$ cat src/rtl/conv_window_gen.sv
// Streaming 3x3 sliding-window generator: two line buffers plus a 3x3 shift window,
// emitting one complete neighbourhood per accepted pixel once x>=2 and y>=2.
module conv_window_gen #(
    parameter int DATA_W = 17,
    parameter int IMG_W  = 8,
    parameter int IMG_H  = 8
) (
    input  logic              clk,
    input  logic              rst,
    input  logic              en,
    input  logic              pix_valid,
    input  logic [DATA_W-1:0] pix_in,
    output logic [DATA_W-1:0] subimage0,
    output logic [DATA_W-1:0] subimage1,
    output logic [DATA_W-1:0] subimage2,
    output logic [DATA_W-1:0] subimage3,
    output logic [DATA_W-1:0] subimage4,
    output logic [DATA_W-1:0] subimage5,
    output logic [DATA_W-1:0] subimage6,
    output logic [DATA_W-1:0] subimage7,
    output logic [DATA_W-1:0] subimage8,
    output logic              win_valid,
    output logic              frame_done
);

    localparam int CW = (IMG_W > 1) ? $clog2(IMG_W) : 1;
    localparam int RW = (IMG_H > 1) ? $clog2(IMG_H) : 1;
    localparam logic [CW-1:0] COL_LAST = CW'(IMG_W - 1);
    localparam logic [RW-1:0] ROW_LAST = RW'(IMG_H - 1);
    localparam logic [CW-1:0] COL_ONE  = CW'(1);
    localparam logic [RW-1:0] ROW_ONE  = RW'(1);
    localparam logic [CW-1:0] COL_MIN  = CW'(2);
    localparam logic [RW-1:0] ROW_MIN  = RW'(2);

    logic [CW-1:0]     col;
    logic [RW-1:0]     row;
    logic [DATA_W-1:0] lb0 [IMG_W];
    logic [DATA_W-1:0] lb1 [IMG_W];
    logic [DATA_W-1:0] win [9];
    logic              accept;
    logic [DATA_W-1:0] top_new;
    logic [DATA_W-1:0] mid_new;

    // Reset wins over a pixel presented in the same cycle.
    assign accept  = en && pix_valid && !rst;
    assign top_new = lb1[col];
    assign mid_new = lb0[col];

    always_ff @(posedge clk) begin
        if (rst) begin
            col <= '0;
            row <= '0;
        end else if (accept) begin
            if (col == COL_LAST) begin
                col <= '0;
                row <= (row == ROW_LAST) ? '0 : row + ROW_ONE;
            end else begin
                col <= col + COL_ONE;
            end
        end
    end

    // Line buffers are left uncleared; stale contents are masked by win_valid.
    always_ff @(posedge clk) begin
        if (accept) begin
            lb1[col] <= lb0[col];
            lb0[col] <= pix_in;
        end
    end

    always_ff @(posedge clk) begin
        if (rst) begin
            for (int i = 0; i < 9; i++) win[i] <= '0;
            win_valid  <= 1'b0;
            frame_done <= 1'b0;
        end else begin
            win_valid  <= accept && (col >= COL_MIN) && (row >= ROW_MIN);
            frame_done <= accept && (col == COL_LAST) && (row == ROW_LAST);
            if (accept) begin
                for (int r = 0; r < 3; r++) begin
                    win[3*r]   <= win[3*r+1];
                    win[3*r+1] <= win[3*r+2];
                end
                win[2] <= top_new;
                win[5] <= mid_new;
                win[8] <= pix_in;
            end
        end
    end

    assign subimage0 = win[0];
    assign subimage1 = win[1];
    assign subimage2 = win[2];
    assign subimage3 = win[3];
    assign subimage4 = win[4];
    assign subimage5 = win[5];
    assign subimage6 = win[6];
    assign subimage7 = win[7];
    assign subimage8 = win[8];

endmodule

$ cat config.mk
export PLATFORM = sky130hd
export DESIGN_NAME = conv_window_gen
export DESIGN_NICKNAME = d
export VERILOG_FILES = /design/src/rtl/conv_window_gen.sv
export SDC_FILE = /design/constraint.sdc
export NUM_CORES = 1
export LEC_CHECK = 0
export CORE_MARGIN = 8
export CORE_UTILIZATION = 40
export CTS_BUF_LIST = sky130_fd_sc_hd__clkbuf_4
export DETAILED_ROUTE_END_ITERATION = 10
export PLACE_DENSITY = 0.56
export SLEW_MARGIN = 20
export SYNTH_ARGS = -nofsm -noshare
export SYNTH_HDL_FRONTEND = slang
export SYNTH_SLANG_ARGS = --single-unit
$ cat constraint.sdc
create_clock -name clk -period 10.2 [get_ports clk]
set_input_delay 2.04 -clock clk [delete_from_list [all_inputs] [get_ports clk]]
set_output_delay 2.04 -clock clk [all_outputs]
set_load 0.1 [all_outputs]
-- Word level (Yosys, flattened, before mapping)
Memories as Yosys holds them, arrays and structs flattened. A register that Yosys moved wholly into a read port is not among the register bits.
Index checks and enable logic that the tools add are counted.
- reduce and logical (&&, ||, !) cells: 8
- multipliers: 0
- equality and inequality tests: 2
- shifts and indexed selects: 0
- bitwise logic cells: 9
- mux-type cells: 21
- div/mod/pow operators: 0
- order comparisons: 2
- $add $sub $neg: 2
- operators by type and width (kind ; count):
    2-to-1 mux 17 bit ; 9
    2-to-1 mux 3 bit ; 6
    OR 1 bit ; 9
    adder 3 x 1 -> 3 bit, second input constant ; 2
    == test 3 bit, second input constant ; 2
    greater-or-equal comparator 3 x 2 -> 1 bit, second input constant ; 2
    logical AND 1 bit ; 6
    2-to-1 mux 1 bit ; 6
    AND reduction 2 bit ; 1
    zero test 1 bit ; 1
- RAM bits: 425
- latch bits: 0
- logic and storage cells: 51
- register bits after elaboration: 8
- input port bits: 21
- bits in read-only memories: 0
- memories: 3
- output and inout port bits: 155
- memory list (name ; words ; bits a word ; rd ports ; clocked after Yosys merged registers in ; wr ports ; line ; text):
    win ; 9 ; 17 ; 9 ; 0 ; 9 ; 39 ; logic [DATA_W-1:0] win [9];
    lb0 ; 8 ; 17 ; 1 ; 1 ; 1 ; 37 ; logic [DATA_W-1:0] lb0 [IMG_W];
    lb1 ; 8 ; 17 ; 1 ; 1 ; 1 ; 38 ; logic [DATA_W-1:0] lb1 [IMG_W];

-- Logic depth before layout (Yosys ltp)
- depth in word-level cells: 6
- gate-level depth with buffers: 6
- depth with buffers taken out: 4

-- Worst setup path before layout
Ideal clock, no wire load.
- path kind: input-to-reg
- start: input port rst
- end: memory lb0[0][0], enable pin
- arrival time: 5.761 ns
- slack: 3.929 ns
- required time: 9.690 ns
- buffers on the path: 1
- library setup time: 0.510 ns
- stages on the path: 3
- cells stage by stage: nand3b_1 > clkbuf_1 > nor4_1
- longest elaborated chain between the ends: 4
- RTL lines (element ; line ; text):
    from (decl) ; 9 ; input logic rst,
    zero test 1 bit ; 45 ; assign accept = en && pix_valid && !rst;
    logical AND 1 bit ; 45 ;
    2-to-1 mux 1 bit ; 65 ; if (accept) begin
    2-to-1 mux 1 bit (implied by the code) ; 67 ; lb0[col] <= pix_in;
    to (decl) ; 37 ;
Every way passes these cells.

-- Worst setup path in the final report
- start: input port rst
- end: memory lb1[4][7], enable pin
- longest elaborated chain between the ends: 4
- RTL lines (element ; line ; text):
    zero test 1 bit ; 45 ;
    logical AND 1 bit ; 45 ;
    2-to-1 mux 1 bit ; 65 ;
    2-to-1 mux 1 bit (implied by the code) ; 66 ; lb1[col] <= lb0[col];
    to (decl) ; 38 ;
Every way passes these cells.

==> flow_summary_export.csv <==
group,metric,value,unit
run_status,status,"complete, no violations",
layout,layout_commonest_cell,"edfxtp_1",
yosys,synth-seq-area-share,77.1,%
drt,wire_per_inst,20.3,microns
hold_path,hold_path.class,"reg -> reg",
clock_tree,cts-root-buf,"clkbuf_4",
timing,drv_slew,0,
power_and_ir_drop,power_density,191,nW/um^2
power_and_ir_drop,ir_worst_vdd,0.0823,mV
place,port_buffers,175,
yosys,syn_nets,946,
clock_tree,clockBufferDepth,3,
floorplanning,die_x,221,microns
power_and_ir_drop,power,0.00392,W
drt,wl,36100,microns
global_routing,antenna_found_initial,3,
yosys,syn_area,16800,sq um
setup_path,startpoint_type,"input pin",
setup_path,crit_path_max_incr_delay,0.75,ns
yosys,ys_ff_latch,436,
timing,holdWs,0.507,ns
floorplanning,start_util,40.3,%
setup_path,crit_fanout,126,
hold_path,min_to,"row[0]",
place,dpl.hpwl,21600,microns
setup_path,rr_worst_depth,5,
floorplanning,ioPinCount,176,
clock_tree,numClockSinks,436,
clock_tree,ctsHoldBuffers,0,
power_and_ir_drop,p_leak,6.94,nW
drt,drc,0,
clock_tree,tritoncts,"done",
yosys,netlist_instances,919,
timing,fin_skew,0.0319,ns
place,gp_congestion,0.709,
drt,drt.antenna.violating_nets,0,
setup_path,worst_setup_path_end_kind,"flip-flop",
hold_path,whs_path_depth,1,
clock_tree,clk_latency,0.75,ns
timing,max_freq,0.199,GHz
job,drv_cap,0,
clock_tree,post_cts_buffers,0,
setup_path,r2r-end,"lb1[3][5]",
setup_path,r2r_setup_slack,6.30,ns
yosys,syn_area_per_cell,18.3,sq um
floorplanning,fp.coreArea,41800,sq um
layout,syn_to_final_growth,21.6,%
place,dpl-instance-area,19100,sq um
hold_path,hold_path.startpoint,"row[0]",
timing,fin_crit_sh,49.2,%
timing,setup_viol,0,
drt,dr.first_iter.drc_count,655,
global_routing,overflow,0,
global_routing,grt_use_total,14.7,%
global_routing,grt_pass1_vias,9154,
layout,final.fill_count,3513,
timing,rsz0062_at_grt,"false",
timing,finalSetupTns,0,ns
drt,via_count,8746,
timing,worst_slew_pin_slew,1.09,ns
floorplanning,die_area,48900,sq um
floorplanning,fp.dieH,221,microns
layout,fin_cells,1782,
clock_tree,clkTransAtPathRegs,0.07,ns
setup_path,crit_chain,"clkdlybuf4s50_1, and3b_4, buf_4, nand2_1, nor3_2, buf_4",
place,dp_cells,1605,
yosys,ys_types,41,
setup_path,cpLargestDelayFamily,"buffers and inverters",
layout,final_area,20500,sq um
setup_path,crit_type,"in -> reg",
setup_path,crit_top_cell,"buf_4",
layout,num-nets-final,1202,
timing,period_minus_slack,5.02,ns
setup_path,cpMaxStageDelayCell,"buf_4",
setup_path,worstPathRequired,10.58,ns
floorplanning,row_count,75,
setup_path,critPathBufInv,3,
clock_tree,cts_inserted_buffers,107,
global_routing,grt_max_degree,127,
clock_tree,htreeDepth,3,
yosys,yosys_warnings,0,
layout,drive_gt1_share,27.0,%
layout,layout_common_cells,"edfxtp_1 (425), clkdlybuf4s50_1 (175), clkbuf_4 (164)",
drt,via_per_inst,4.91,
setup_path,cp_data_arrival_time,5.40,ns
clock_tree,cts_resized,0,
timing,hold_viol,0,
global_routing,grt_pass1_wl,55300,microns
timing,relSlewSlack,27.1,%
drt,drt_pre_antenna_iters,4,
[kinds of logic (layout without fill, tap and decap cells)]
logic type               count (synthesis)  after routing  synth area share [%]
other                                    0              2                     0
AND/OR/NAND/NOR                        226            226                  8.67
buffers and inverters                   52            374                  2.18
flip-flops                             436            436                  77.1
multiplexers                           123            123                  8.17
adder cells (fa/ha/maj)                  6              6                 0.446
AO/OA/AOI/OAI                           76             76                  3.40
[how the worst max path moves through the flow]
stage | startpoint | endpoint | cells after the start
after global placement | rst | lb1[4][6] | 6
after detailed placement | rst | lb1[4][5] | 6
final | rst | lb1[4][7] | 6
after floorplan | rst | lb0[0][0] | 3
after CTS | rst | lb0[4][3] | 6
after global routing | rst | lb1[4][13] | 6
[final cells by class]
type | count | area, sq um | share of cell area [%]
sequential | 436 | 13000 | 63.4
timing repair buffer | 196 | 1910 | 9.33
inverter | 3 | 16.3 | 0.0794
clock buffer | 164 | 1230 | 6.01
multi-input combinational | 431 | 3560 | 17.4
tap | 539 | 674 | 3.29
antenna | 2 | 5.00 | 0.0244
clock inverter | 11 | 95.1 | 0.464
[through the flow]
stage	utilization, %	worst slack [ns]
2_1_floorplan	-	3.93
3_3_place_gp	45.8	4.41
3_5_place_dp	45.8	4.37
4_1_cts	49.0	5.18
5_1_grt	49.0	4.89
6_report	49.0	5.18
[Yosys cell counts]
| cell | number | area [sq um] |
|---|---|---|
| clkbuf_2 | 5 | 25.0 |
| or3_1 | 1 | 6.26 |
| or2_2 | 1 | 6.26 |
| o21ai_0 | 1 | 5.00 |
| inv_1 | 3 | 11.3 |
| a211o_1 | 1 | 8.76 |
| buf_1 | 1 | 3.75 |
| mux2_2 | 96 | 1080 |
| a22o_1 | 1 | 8.76 |
| dfxtp_1 | 11 | 220 |
| buf_8 | 2 | 30.0 |
| buf_2 | 11 | 55.1 |
| buf_6 | 14 | 158 |
| nor4_1 | 1 | 6.26 |
| a21oi_1 | 3 | 15.0 |
| o22ai_1 | 50 | 313 |
| o31ai_1 | 1 | 7.51 |
| mux2_4 | 2 | 30.0 |
| clkbuf_1 | 13 | 48.8 |
| nor2_1 | 7 | 26.3 |
| nand2_1 | 21 | 78.8 |
| nand2b_1 | 3 | 18.8 |
| edfxtp_1 | 425 | 12800 |
| and3b_1 | 1 | 8.76 |
| mux2_1 | 11 | 124 |
| a311oi_1 | 1 | 8.76 |
| ha_1 | 6 | 75.1 |
| buf_4 | 2 | 15.0 |
| buf_12 | 1 | 20.0 |
| nor3_2 | 1 | 10.0 |
| o22ai_2 | 4 | 50.1 |
| nor2b_1 | 15 | 93.8 |
| nor4b_2 | 14 | 210 |
| and2_1 | 119 | 744 |
| a211oi_2 | 10 | 125 |
| nor3_1 | 26 | 130 |
| a211oi_1 | 4 | 30.0 |
| mux2i_1 | 14 | 140 |
| nor3b_1 | 14 | 105 |
| nand3b_1 | 1 | 7.51 |
| and3_1 | 1 | 6.26 |
[worst reg2reg max path, cell delays in order, from the launching register on]
cell and delay (ns):
dfxtp_4 0.77, buf_4 0.64, buf_4 0.84, mux2_2 0.31, o22ai_1 0.10, nor3b_1 0.87
[flip-flops by register name, indices dropped and copies added, names as in the netlist, named ones only]
register / cells
win: 153
lb0: 136
lb1: 136
col: 3
row: 3
frame_done: 1
win_valid: 1
[metal layers]
metal / up-vias / wire length (microns) / global-route usage, %
li1: 4120 / - / -
met1: 4366 / 16100 / 18.3
met2: 210 / 17900 / 24.6
met3: 48 / 1700 / 3.91
met4: 2 / 488 / 4.69
met5: - / 13 / 0
[report_power, final]
part / internal [W] / switching [W] / leakage (nW)
clock network: 0.000769 / 0.000631 / 0.807
registers: 0.00202 / 0.0000235 / 4.17
logic: 0.000102 / 0.000372 / 1.97
Power figures use the tool's default switching activity.
